<file path="src/rtl/jtpinpon_inputs_if.sv">
// Cabinet input bus for jtpinpon_inputs: raw active-low controls in,
// frame-synchronous conditioned controls out.
interface jtpinpon_inputs_if;
  logic       LVBL;
  logic [1:0] coin_input;
  logic [1:0] start_button;
  logic [5:0] joystick1;
  logic [5:0] joystick2;
  logic       service;
  logic       pause_btn;
  logic [1:0] coin_out;
  logic [1:0] start_out;
  logic [5:0] joy1_out;
  logic [5:0] joy2_out;
  logic       service_out;
  logic       dip_pause;
  logic       frame;

  modport master (
    output LVBL, coin_input, start_button, joystick1, joystick2, service, pause_btn,
    input  coin_out, start_out, joy1_out, joy2_out, service_out, dip_pause, frame
  );

  modport slave (
    input  LVBL, coin_input, start_button, joystick1, joystick2, service, pause_btn,
    output coin_out, start_out, joy1_out, joy2_out, service_out, dip_pause, frame
  );
endinterface

</file>
<file path="src/rtl/jtpinpon_inputs.sv">
// Frame-synchronous cabinet input conditioner: debounce, coin pulse shaping,
// SOCD joystick cleanup and pause toggle. Define JTPINPON_AUTOFIRE_EN for b1 autofire.
module jtpinpon_inputs #(
  parameter int DEBOUNCE  = 3,
  parameter int COIN_LEN  = 4,
  parameter int COIN_QMAX = 3
) (
  input logic              clk,
  input logic              rst,
  jtpinpon_inputs_if.slave bus
);

  localparam int NB = 18;

  typedef enum logic [1:0] {COIN_IDLE, COIN_ACTIVE, COIN_GAP} coin_state_e;

  logic          lvbl_q, frame_q;
  logic [NB-1:0] raw, raw_q, stable_q, stable_d;
  logic [2:0]    cnt_q [NB];
  logic [2:0]    cnt_d [NB];
  logic [1:0]    coin_press, coin_deq;
  logic          pause_press;
  coin_state_e   state_q [2];
  coin_state_e   state_d [2];
  logic [3:0]    timer_q [2];
  logic [3:0]    timer_d [2];
  logic [1:0]    pend_q [2];
  logic [1:0]    pend_d [2];
  logic [1:0]    coin_q, coin_d;
  logic [1:0]    start_q;
  logic [5:0]    joy1_q, joy2_q, joy1_d, joy2_d;
  logic          svc_q, pause_q;
  logic [1:0]    b1;

  // Bit map: coins[1:0], starts[3:2], joy1[9:4], joy2[15:10], service[16], pause[17]
  assign raw = {bus.pause_btn, bus.service, bus.joystick2, bus.joystick1,
                bus.start_button, bus.coin_input};

  always_ff @(posedge clk or posedge rst) begin
    if (rst) begin
      lvbl_q  <= 1'b0;
      frame_q <= 1'b0;
      raw_q   <= '1;
    end else begin
      lvbl_q  <= bus.LVBL;
      frame_q <= lvbl_q & ~bus.LVBL;
      if (lvbl_q & ~bus.LVBL) raw_q <= raw;
    end
  end

  always_comb begin
    stable_d = stable_q;
    for (int i = 0; i < NB; i++) begin
      cnt_d[i] = cnt_q[i];
      if (frame_q) begin
        if (raw_q[i] == stable_q[i]) begin
          cnt_d[i] = 3'd0;
        end else if (cnt_q[i] == 3'(DEBOUNCE - 1)) begin
          stable_d[i] = ~stable_q[i];
          cnt_d[i]    = 3'd0;
        end else begin
          cnt_d[i] = cnt_q[i] + 3'd1;
        end
      end
    end
    coin_press  = stable_q[1:0] & ~stable_d[1:0];
    pause_press = stable_q[17] & ~stable_d[17];
  end

  always_ff @(posedge clk or posedge rst) begin
    if (rst) begin
      stable_q <= '1;
      for (int i = 0; i < NB; i++) cnt_q[i] <= 3'd0;
    end else begin
      stable_q <= stable_d;
      for (int i = 0; i < NB; i++) cnt_q[i] <= cnt_d[i];
    end
  end

`ifdef JTPINPON_AUTOFIRE_EN
  logic [1:0] af_q [2];
  logic [1:0] af_d [2];

  // Counter restarts at 0 on the press edge so the first two frames fire
  always_comb begin
    for (int p = 0; p < 2; p++) begin
      af_d[p] = af_q[p];
      if (frame_q) begin
        if (stable_q[(p == 0) ? 8 : 14] && !stable_d[(p == 0) ? 8 : 14])
          af_d[p] = 2'd0;
        else if (!stable_d[(p == 0) ? 8 : 14])
          af_d[p] = af_q[p] + 2'd1;
      end
      b1[p] = stable_d[(p == 0) ? 8 : 14] | af_d[p][1];
    end
  end

  always_ff @(posedge clk or posedge rst) begin
    if (rst) begin
      af_q[0] <= 2'd0;
      af_q[1] <= 2'd0;
    end else begin
      af_q[0] <= af_d[0];
      af_q[1] <= af_d[1];
    end
  end
`else
  assign b1 = {stable_d[14], stable_d[8]};
`endif

  function automatic logic [5:0] socd(input logic [5:0] j);
    logic [5:0] r;
    r = j;
    if (!j[3] && !j[2]) r[3:2] = 2'b11;
    if (!j[1] && !j[0]) r[1:0] = 2'b11;
    return r;
  endfunction

  assign joy1_d = socd({stable_d[9],  b1[0], stable_d[7:4]});
  assign joy2_d = socd({stable_d[15], b1[1], stable_d[13:10]});

  // Registered from next-state so outputs move one clk after the deciding strobe
  always_ff @(posedge clk or posedge rst) begin
    if (rst) begin
      start_q <= 2'b11;
      joy1_q  <= '1;
      joy2_q  <= '1;
      svc_q   <= 1'b1;
      pause_q <= 1'b1;
    end else begin
      start_q <= stable_d[3:2];
      joy1_q  <= joy1_d;
      joy2_q  <= joy2_d;
      svc_q   <= stable_d[16];
      if (pause_press) pause_q <= ~pause_q;
    end
  end

  always_comb begin
    coin_deq = 2'b00;
    coin_d   = coin_q;
    for (int s = 0; s < 2; s++) begin
      state_d[s] = state_q[s];
      timer_d[s] = timer_q[s];
      pend_d[s]  = pend_q[s];
      if (frame_q) begin
        case (state_q[s])
          COIN_IDLE: begin
            if (pend_q[s] != 2'd0) begin
              coin_deq[s] = 1'b1;
              coin_d[s]   = 1'b0;
              state_d[s]  = COIN_ACTIVE;
              timer_d[s]  = 4'(COIN_LEN);
            end
          end
          COIN_ACTIVE: begin
            if (timer_q[s] == 4'd1) begin
              coin_d[s]  = 1'b1;
              state_d[s] = COIN_GAP;
              timer_d[s] = 4'(COIN_LEN);
            end else begin
              timer_d[s] = timer_q[s] - 4'd1;
            end
          end
          COIN_GAP: begin
            if (timer_q[s] == 4'd1) begin
              state_d[s] = COIN_IDLE;
              timer_d[s] = 4'd0;
            end else begin
              timer_d[s] = timer_q[s] - 4'd1;
            end
          end
          default: begin
            coin_d[s]  = 1'b1;
            state_d[s] = COIN_IDLE;
            timer_d[s] = 4'd0;
          end
        endcase
      end
      // Presses at a full queue are dropped; press plus dequeue cancels out
      if (coin_press[s] && !coin_deq[s] && pend_q[s] != 2'(COIN_QMAX))
        pend_d[s] = pend_q[s] + 2'd1;
      else if (coin_deq[s] && !coin_press[s])
        pend_d[s] = pend_q[s] - 2'd1;
    end
  end

  always_ff @(posedge clk or posedge rst) begin
    if (rst) begin
      coin_q <= 2'b11;
      for (int s = 0; s < 2; s++) begin
        state_q[s] <= COIN_IDLE;
        timer_q[s] <= 4'd0;
        pend_q[s]  <= 2'd0;
      end
    end else begin
      coin_q <= coin_d;
      for (int s = 0; s < 2; s++) begin
        state_q[s] <= state_d[s];
        timer_q[s] <= timer_d[s];
        pend_q[s]  <= pend_d[s];
      end
    end
  end

  assign bus.coin_out    = coin_q;
  assign bus.start_out   = start_q;
  assign bus.joy1_out    = joy1_q;
  assign bus.joy2_out    = joy2_q;
  assign bus.service_out = svc_q;
  assign bus.dip_pause   = pause_q;
  assign bus.frame       = frame_q;

endmodule

</file>
<file path="src/flat_wrapper.sv">
// flat-port wrapper written by rule: the top's interface ports become plain ports
module jtpinpon_inputs_flat 
#(
  parameter int DEBOUNCE  = 3,
  parameter int COIN_LEN  = 4,
  parameter int COIN_QMAX = 3
)
  (clk, rst, bus_LVBL, bus_coin_input, bus_start_button, bus_joystick1, bus_joystick2, bus_service, bus_pause_btn, bus_coin_out, bus_start_out, bus_joy1_out, bus_joy2_out, bus_service_out, bus_dip_pause, bus_frame);
  jtpinpon_inputs_if bus_i ();
  input logic clk;
  input logic rst;
  input wire logic [$bits(bus_i.LVBL)-1:0] bus_LVBL;
  input wire logic [$bits(bus_i.coin_input)-1:0] bus_coin_input;
  input wire logic [$bits(bus_i.start_button)-1:0] bus_start_button;
  input wire logic [$bits(bus_i.joystick1)-1:0] bus_joystick1;
  input wire logic [$bits(bus_i.joystick2)-1:0] bus_joystick2;
  input wire logic [$bits(bus_i.service)-1:0] bus_service;
  input wire logic [$bits(bus_i.pause_btn)-1:0] bus_pause_btn;
  output wire logic [$bits(bus_i.coin_out)-1:0] bus_coin_out;
  output wire logic [$bits(bus_i.start_out)-1:0] bus_start_out;
  output wire logic [$bits(bus_i.joy1_out)-1:0] bus_joy1_out;
  output wire logic [$bits(bus_i.joy2_out)-1:0] bus_joy2_out;
  output wire logic [$bits(bus_i.service_out)-1:0] bus_service_out;
  output wire logic [$bits(bus_i.dip_pause)-1:0] bus_dip_pause;
  output wire logic [$bits(bus_i.frame)-1:0] bus_frame;
  assign bus_i.LVBL = bus_LVBL;
  assign bus_i.coin_input = bus_coin_input;
  assign bus_i.start_button = bus_start_button;
  assign bus_i.joystick1 = bus_joystick1;
  assign bus_i.joystick2 = bus_joystick2;
  assign bus_i.service = bus_service;
  assign bus_i.pause_btn = bus_pause_btn;
  assign bus_coin_out = bus_i.coin_out;
  assign bus_start_out = bus_i.start_out;
  assign bus_joy1_out = bus_i.joy1_out;
  assign bus_joy2_out = bus_i.joy2_out;
  assign bus_service_out = bus_i.service_out;
  assign bus_dip_pause = bus_i.dip_pause;
  assign bus_frame = bus_i.frame;
  jtpinpon_inputs #(.DEBOUNCE(DEBOUNCE), .COIN_LEN(COIN_LEN), .COIN_QMAX(COIN_QMAX)) u_core (.clk(clk), .rst(rst), .bus(bus_i));
endmodule
</file>
<file path="config.mk">
export PLATFORM = sky130hd
export DESIGN_NAME = jtpinpon_inputs_flat
export DESIGN_NICKNAME = d
export VERILOG_FILES = /design/src/rtl/jtpinpon_inputs_if.sv /design/src/rtl/jtpinpon_inputs.sv /design/src/flat_wrapper.sv
export SDC_FILE = /design/constraint.sdc
export NUM_CORES = 1
export LEC_CHECK = 0
export BUFFER_PORTS_ARGS = -buffer_cell sky130_fd_sc_hd__buf_2
export CORE_MARGIN = 2
export CORE_UTILIZATION = 31
export CTS_CLUSTER_DIAMETER = 150
export DETAILED_ROUTE_END_ITERATION = 10
export GPL_TIMING_DRIVEN = 0
export SLEW_MARGIN = 20
export SYNTH_ARGS = -nofsm -noshare
export SYNTH_HDL_FRONTEND = slang
export SYNTH_SLANG_ARGS = --single-unit
</file>
<file path="constraint.sdc">
create_clock -name clk -period 3.1 [get_ports clk]
set_input_delay 0.31 -clock clk [delete_from_list [all_inputs] [get_ports clk]]
set_output_delay 0.31 -clock clk [all_outputs]
set_load 0.01 [all_outputs]
</file>
==> Word level (Yosys, flattened, before mapping) <==
Cells that the tools add are included.
{ "classes": {"addsub": 24, "multipliers": 0, "n_div": 0, "magnitude_cmp": 0, "n_eq_ne": 50, "shifts": 0, "mux": 126, "bitwise": 27, "reduce_logical": 34} }
{ "op_table": {"columns": ["op", "n"], "rows": [
  ["two-way mux 3 bit", 36],
  ["two-way mux 1 bit", 64],
  ["adder 3 x 1 -> 3 bit, second input constant", 18],
  ["== test 3 x 2 -> 1 bit, second input constant", 18],
  ["two-way mux 2 bit", 14],
  ["two-way mux 4 bit", 6],
  ["case mux 4 bit (3 select lines)", 2],
  ["inverter 1 bit", 23],
  ["== test 1 bit", 18],
  ["AND reduction 4 bit", 4],
  ["zero test 1 bit", 12],
  ["!= test 2 x 1 -> 1 bit, second input constant", 6],
  ["case mux 2 bit (3 select lines)", 2],
  ["logical AND 1 bit", 10],
  ["== test 4 x 1 -> 1 bit, second input constant", 2],
  ["nonzero test 2 bit", 4],
  ["subtractor 4 x 1 -> 4 bit, second input constant", 2],
  ["case mux 1 bit (3 select lines)", 2],
  ["adder 2 x 1 -> 2 bit, second input constant", 2],
  ["== test 2 x 1 -> 1 bit, second input constant", 2],
  ["== test 2 bit, second input constant", 2],
  ["zero test 2 bit", 2],
  ["!= test 2 bit, second input constant", 2],
  ["AND reduction 2 bit", 2],
  ["4 further kinds", 6]
]} }
{ "totals": {"regBits": 126, "latchBits": 0, "mem_bits_rw": 0, "romBits": 0, "in_bits": 21, "out_inout_bits": 19, "elab_cells": 296, "mem_count": 0} }

==> Logic depth before layout (Yosys ltp) <==
Gate-level depths: netlist of run 1.
{ "logic_depth": {"ltp_word": 10, "ltp_mapped": 6, "depth_no_buf": 6} }

==> Worst setup path before layout of run 1 <==
No wires, ideal clock.
{ "synth_path": {"kind": "flip-flop to flip-flop", "from": "reg u_core.timer_q[1] (netlist bit)", "to": "reg u_core.timer_q[2] (netlist bit)", "setup_time_ns": 0.066, "arrival_ns": 1.411, "required_ns": 3.034, "slack_ns": 1.622, "stages_incl_launch_ff": 7, "n_path_buf": 0, "synth_period_minus_slack_ns": 1.478, "path_cell_list": "dfrtp_1 > inv_1 > ha_1 > nor3b_1 > nor2b_1 > o22ai_1 > and3_1"} }
{ "synth_via": {"elab_chain_len": 3, "word_cells_on_any_way": 5, "cone_classes": "1 x add/sub; 1 x eq/ne; 3 x mux"} }
{ "synth_rtl": {"columns": ["element", "line", "source"], "rows": [
  ["start: declaration", "jtpinpon_inputs.sv:25", "logic [3:0] timer_q [2];"],
  ["start signal: indexed assignment", "jtpinpon_inputs.sv:200", "timer_q[s] <= timer_d[s];"],
  ["subtractor 4 x 1 -> 4 bit or == test 4 x 1 -> 1 bit (tied branches)", null, null],
  ["two-way mux 4 bit, on equally long branches", "jtpinpon_inputs.sv:166, jtpinpon_inputs.sv:157", null],
  ["case mux 4 bit (3 select lines) *", "jtpinpon_inputs.sv:147", "case (state_q[s])"]
]} }
Mark *: on every way between the ends. The rest lies on a longest branch, timed or not.
A chain may end at the register's enable or synchronous reset.

==> Worst setup path after layout of run 1 <==
{ "layout_path": {"from": "reg u_core.frame_q (netlist: u_core.bus.frame)", "to": "reg u_core.cnt_q[22] (netlist bit)"} }
{ "layout_lines": {"columns": ["element", "line", "source"], "rows": [
  ["start: declaration", "jtpinpon_inputs.sv:17", "logic lvbl_q, frame_q;"],
  ["start signal: assignment", "jtpinpon_inputs.sv:46", "frame_q <= lvbl_q & ~bus.LVBL;"],
  ["end: declaration", "jtpinpon_inputs.sv:19", "logic [2:0] cnt_q [NB];"]
]} }
No word-level cell between the ends.

==> results.md, run 1 <==
- Status: complete, no violations
- Die H: around 140 microns
- Synth top area share: approximately a third
- CP delay by family, top: buffers and inverters
- Floorplan row count: 49
- Worst VDD drop: 0.4455 mV
- Worst path cell trace: inv_1, buf_2, buf_2, buf_2, a22o_1
- Drt first pass iters: 5
- Fin area: 6922 sq um
- Sequential element share of the synthesized area: a little over half
- Starting density of the core: between 30% and 40%
- Unrepaired setup endpoints after global routing: no
- Mean post-synth cell area: roughly 10 sq um
- DRT iter0 DRCs: 326
- H-tree levels: 4
- Most frequent CP cell: buf_2
- First-pass GRT wire length: 21.52 mm
- Most frequent cells in the layout: dfrtp_1, o21ai_0, buf_2, nand2_1, dfstp_2
- Initial antenna violation count: 0
- PortBufs: 39
- Total CTS buffers: 17
- DP HPWL: ~8.9 mm
- Vias/cell: roughly 5
- Number of distinct library cells after synthesis: between 40 and 50
- Nature of the critical path startpoint: register
- Worst Tran Pin Value: 0.7466 ns
- Vias in the first global route: 4459
- PD cells: between 900 and 1000 nW/um^2
- Die width: 140.2 microns
- Ys async rst share: 100.0%
- Drt total wl: 12.96 mm
- Final Power: approximately 6.6 mW
- Met3 routed WL: around 480 microns
- TritonCTS sink count: between 100 and 150
- Placer Congestion: about 0.76
- Met1 WL: between 5 and 6 mm
- Overflow after GRT: 0
- Synth warnings: 0
- Clock latency on the worst-skew pair: about 0.41 ns
- Fmax achieved: between 500 and 600 MHz
- Yosys top cell by area: dfrtp_1
- P&R area growth vs syn: 20.39%
- Worst path slowest cell: dfrtp_1
- Clk Tree Root Cell: clkbuf_16
- CTS max path bufs: 2
- Element type at the critical path end: register
- Synth Instances: ~550
- Fin. max-slew vios: 0
- Met2 WL: 6.595 mm
- Post-synth EDFFs: 0
- Crit path DAT: about 2.3 ns
- Hold Vio Cnt, Final: 0
- Tot GR Track Use: between 10 and 15%
- DRC violations left: 0
- Die area: between 15000 and 20000 sq um
- Maxcap violations: 0
- CTS tree: done
- Area contributors post-synth: dfrtp_1, dfstp_2, mux2_2, o21ai_0, nand2_1
- Period utilisation layout: roughly three fifths
- CP max stage delay: a little over 0.4 ns
- Final setup viols: 0
- Layout net count: 639
- Reg clk slew, reported paths: 0.06 ns
- Post_cts resized: 0
- Fin Hold WS: around 0.022 ns
- Worst min path class: input pin to register
- WL per Instance: between 15 and 20 microns
- WS Path Type: register to register
- Crit path max fanout: 10
- Pin count of the biggest net entering global routing: 30
- Ports: 40
- Core ar.: 18090 sq um
- Crit path buf inv count: 4
- Final worst clock skew: 0.009499 ns
- Required time of the critical path: 3.45 ns
- Via count: approximately 4300
- Slew headroom: between 50% and 60%
- Area of the mapped netlist: about 5700 sq um
- Ys flop type: dfrtp_1
- Final Critical Period: approximately 1.9 ns
- DRT antenna net count: 0
- Total Neg Setup Slack: 0 ns
- Post-DP Area: approximately 6300 sq um
- Leak: roughly 2.9 nW
- Top sig layer: met4
- Commonest non-fill, non-tap cell in the layout: dfrtp_1
- Number of register bits inferred by synthesis: approximately 120
- Filler Cell Count: around 1700
- Layout cell share with drive strength beyond 1: between 20% and 30%
- Syn_nets: 576
- Diodes inserted: 0
- Flop-to-flop setup slack: between 1 and 1.5 ns
==> worst register-to-register path, cell delays in order, from the launching register on <==
cell     delay (ns)
dfrtp_1        0.41
inv_1          0.25
buf_2          0.33
buf_2          0.31
buf_2          0.34
a22o_1         0.20
==> path summary, 6_finish.rpt <==
kind                       depth (start not counted)                        startpoint                                to
setup / recovery                                   5        u_core.bus.frame$_DFF_PP0_      u_core.cnt_q[22]$_DFFE_PP0P_
hold / removal                                     1                          bus_LVBL           u_core.lvbl_q$_DFF_PP0_
setup reg to reg                                   5        u_core.bus.frame$_DFF_PP0_      u_core.cnt_q[22]$_DFFE_PP0P_
hold reg to reg                                    1  u_core.bus.dip_pause$_DFFE_PP1P_  u_core.bus.dip_pause$_DFFE_PP1P_
max in group asynchronous                          5                               rst      u_core.raw_q[17]$_DFFE_PP1P_
min in group asynchronous                          3                               rst       u_core.cnt_q[9]$_DFFE_PP0P_
==> per-layer routing <==
metal / up-vias / GRT usage (%)
met4: 0 / 6.061
met5: - / 0
met2: 89 / 23.40
met1: 2135 / 16.35
li1: 2069 / -
met3: 25 / 4.171
==> registers in the layout, indices dropped and copies added (netlist names) <==
name and count:
u_core.bus.coin_out 2, u_core.bus.dip_pause 1, u_core.bus.frame 1, u_core.bus.joy1_out 4, u_core.bus.joy2_out 4, u_core.cnt_q 54
u_core.lvbl_q 1, u_core.pend_q 4, u_core.raw_q 18, u_core.stable_q 18, u_core.state_q 4, u_core.timer_q 8
==> Yosys cell counts, types with 3 or more instances <==
| cell type | number |
|---|---|
| nor3_1 | 25 |
| mux2_2 | 36 |
| a2bb2oi_1 | 6 |
| nand2_1 | 47 |
| mux2i_1 | 5 |
| o31ai_1 | 8 |
| o2bb2ai_1 | 7 |
| nor2b_1 | 6 |
| and2_1 | 5 |
| nand4_1 | 5 |
| o21ai_0 | 55 |
| a21oi_1 | 21 |
| dfrtp_1 | 72 |
| nand2b_1 | 22 |
| dfstp_2 | 47 |
| xor2_1 | 11 |
| nor2_1 | 23 |
| nor3b_1 | 8 |
| nand3_1 | 12 |
| a22o_1 | 6 |
| buf_2 | 9 |
| xnor2_1 | 12 |
| o22ai_1 | 15 |
| nor4_1 | 3 |
| ha_1 | 4 |
| buf_4 | 8 |
| clkbuf_1 | 7 |
| o2111ai_1 | 3 |
| inv_1 | 42 |
==> cells by family (layout without fill, tap and decap cells) <==
kind of cell | after synthesis | count (layout) | share of synthesized area [%]
compound gates | 133 | 133 | 15.10
xor+xnor | 23 | 23 | 3.504
fa+ha+maj | 4 | 4 | 0.8705
buf+inv | 67 | 143 | 5.223
flops | 119 | 119 | 52.82
mux | 41 | 41 | 7.922
simple gates | 164 | 164 | 14.56
==> power by group <==
group,switching (mW),internal (mW),leakage (nW)
Sequential,0.563,2.29,1.41
Clock,0.687,1.26,0.282
Combinational,0.944,0.850,1.16
Total,2.19,4.40,2.85
==> cell type report <==
class                   count  area, sq um  share of cell area [%]
clock buffers              24        491.7                   7.104
clock inverters             8        97.59                   1.410
inverters                  42        161.4                   2.332
plain buffers              25        142.6                   2.061
repair buffers             44        292.8                   4.230
well taps                 229        286.5                   4.140
multi-input cells         365         2412                   34.85
flip-flops and latches    119         3037                   43.87
==> through the flow <==
stage               setup WS [ns]  cells  util (%)
floorplan                   1.373    551         -
global placement           0.6104    819     34.47
detailed placement          1.154    823     34.96
CTS                         1.132    856     38.27
global route                1.057    856     38.27
finish                      1.191    856     38.27
==> repair_timing <==
action | in CTS | in global routing
hold buffers | 1 | 0
buffers inserted | 0 | 0
hold endpoints to repair | 7 | 0
(Power assumes the default switching activity.)
==> inputs of run 2 (changes only) <==
==> constraint.sdc (replaced) <==
create_clock -name clk -period 1.7 [get_ports clk]
set_input_delay 0.17 -clock clk [delete_from_list [all_inputs] [get_ports clk]]
set_output_delay 0.17 -clock clk [all_outputs]
set_load 0.01 [all_outputs]
==> run 2 against run 1 <==
Compared with the run above: first-iteration DRC count down 1.8%; total power up 83%; non-clock buffer count up 17.
==> results.md, run 2 (synthesized netlist as in run 1, its figures left out) <==
- Worst Tran Pin Value: 0.6264 ns (was 0.7466 ns)
- Worst VDD drop: 0.8112 mV (was 0.4455 mV)
- Maxcap violations: 0 (unchanged)
- Final worst clock skew: 0.01080 ns (was 0.009499 ns)
- Placer Congestion: 0.7615 (unchanged)
- Worst min path class: input pin to register (unchanged)
- Vias/cell: 5.015 (was 5.044)
- Clk Tree Root Cell: clkbuf_16 (unchanged)
- DRC violations left: 0 (unchanged)
- Status: complete, no violations (unchanged)
- Pin count of the biggest net entering global routing: 30 (unchanged)
- Die area: 19650 sq um (unchanged)
- Fin. max-slew vios: 0 (unchanged)
- Required time of the critical path: 2.04 ns (was 3.45 ns)
- CTS tree: done (unchanged)
- Floorplan row count: 49 (unchanged)
- Top flop regs: u_core.cnt_q: 54 flops, u_core.raw_q: 18 flops, u_core.stable_q: 18 flops (unchanged)
- Hold Vio Cnt, Final: 0 (unchanged)
- Largest Register: u_core.cnt_q (unchanged)
- Final Critical Period: 1.625 ns (was 1.909 ns)
- Clock latency on the worst-skew pair: 0.41 ns (about the same)
- Ports: 40 (unchanged)
- Starting density of the core: 31.79% (unchanged)
- Nature of the critical path startpoint: register (unchanged)
- Crit path max fanout: 10 (unchanged)
- Period utilisation layout: 95.58% (was 61.58%)
- Vias in the first global route: 4500 (was 4459)
- WS Path Type: register to register (unchanged)
- Final setup viols: 0 (unchanged)
- Cell Count, Final, Fillers Out: 873 (was 856)
- P&R area growth vs syn: 23.76% (was 20.39%)
- Slew headroom: 58.24% (was 50.12%)
- Total CTS buffers: 17 (unchanged)
- TritonCTS sink count: 119 (unchanged)
- Total Neg Setup Slack: 0 ns (unchanged)
- Via count: 4378 (was 4318)
- Commonest non-fill, non-tap cell in the layout: dfrtp_1 (unchanged)
- Element type at the critical path end: register (unchanged)
- DP Worst Slack: -0.2460 ns (was 1.154 ns)
- Layout net count: 656 (was 639)
- Worst path slowest cell: dfrtp_1 (unchanged)
- Finished Core Util: 39.34% (was 38.27%)
- Most frequent cells in the layout: dfrtp_1, o21ai_0, nand2_1, dfstp_2, buf_2 (was dfrtp_1, o21ai_0, buf_2, nand2_1, dfstp_2)
- CTS max path bufs: 2 (unchanged)
- Drt total wl: 13.04 mm (was 12.96 mm)
- Worst path cell trace: inv_2, buf_4, clkbuf_4, nor3_1, mux2_2 (was inv_1, buf_2, buf_2, buf_2, a22o_1)
- Fin Hold WS: 0.03825 ns (was 0.02214 ns)
- First-pass GRT wire length: 21.65 mm (was 21.52 mm)
- Placed Instances: 823 (unchanged)
- DRT iter0 DRCs: 320 (was 326)
- Crit path DAT: 1.96 ns (was 2.26 ns)
- Final worst slack: 0.07521 ns (was 1.191 ns)
- Fmax achieved: 615.5 MHz (was 523.8 MHz)
- Reg clk slew, reported paths: 0.06 ns (about the same)
- Core ar.: 18090 sq um (unchanged)
- Drt first pass iters: 7 (was 5)
- Tot GR Track Use: 13.92% (was 13.85%)
- PD cells: 1696 nW/um^2 (was 952.7 nW/um^2)
- Leak: 2.940 nW (was 2.851 nW)
- DRT antenna net count: 0 (unchanged)
- PortBufs: 39 (unchanged)
- Overflow after GRT: 0 (unchanged)
- Layout cell share with drive strength beyond 1: 28.88% (was 28.71%)
- Crit path buf inv count: 3 (was 4)
- DP HPWL: 8.925 mm (unchanged)
- CP delay by family, top: buffers and inverters (unchanged)
- Die width: 140.2 microns (unchanged)
- Initial antenna violation count: 0 (unchanged)
- H-tree levels: 4 (unchanged)
- Diodes inserted: 0 (unchanged)
- Die H: 140.2 microns (unchanged)
- CP max stage delay: 0.41 ns (about the same)
- WL per Instance: 14.94 microns (was 15.13 microns)
- Max FFs per register: 54 (unchanged)
- Unrepaired setup endpoints after global routing: yes (was no)
run 2: path summary, 6_finish.rpt:
path	end	cells after the start	slack, ns	startpoint
max	u_core.stable_q[8]$_DFFE_PP1P_	5	0.08	u_core.bus.frame$_DFF_PP0_
min	u_core.raw_q[1]$_DFFE_PP1P_	2	0.04	bus_coin_input[1]
max reg2reg	u_core.stable_q[8]$_DFFE_PP1P_	5	0.08	u_core.bus.frame$_DFF_PP0_
min reg2reg	u_core.bus.dip_pause$_DFFE_PP1P_	1	0.49	u_core.bus.dip_pause$_DFFE_PP1P_
max in group asynchronous	u_core.raw_q[17]$_DFFE_PP1P_	5	0.62	rst
min in group asynchronous	u_core.bus.frame$_DFF_PP0_	3	0.30	rst
run 2: routing by layer:
layer  up-vias  track usage (%)  routed length [microns]
met5         -                0                        0
met4         0            6.273                      322
met3        26            4.000                      471
met2        86            23.53                     6661
met1      2168            16.46                     5583
li1       2098                -                        -
run 2: through the flow:
stage | cell area [sq um] | total power [mW]
2_1_floorplan | 5753 | 7.484
3_3_place_gp | 6235 | 8.082
3_5_place_dp | 6322 | 8.486
4_1_cts | 7107 | 12.15
5_1_grt | 7116 | 12.88
6_report | 7116 | 12.07
run 2: power breakdown:
part / switching [mW] / total [mW] / internal (mW)
registers: 1.04 / 5.21 / 4.17
logic: 1.74 / 3.32 / 1.58
clock network: 1.24 / 3.54 / 2.30
run 2: timing repair:
item	CTS	global route
hold endpoints to repair	24	0
setup endpoints to repair	53	15
pin swaps	0	0
gates resized for setup	8	5
setup buffers	0	0
hold buffers	18	0
run 2: cell type report:
type / count / area [sq um]
plain buffers: 25 / 160.2
clock buffers: 24 / 491.7
clock inverters: 8 / 97.59
fillers: 1661 / 10970
inverters: 42 / 161.4
multi-input cells: 365 / 2419
flip-flops and latches: 119 / 3037
well taps: 229 / 286.5
repair buffers: 61 / 462.9
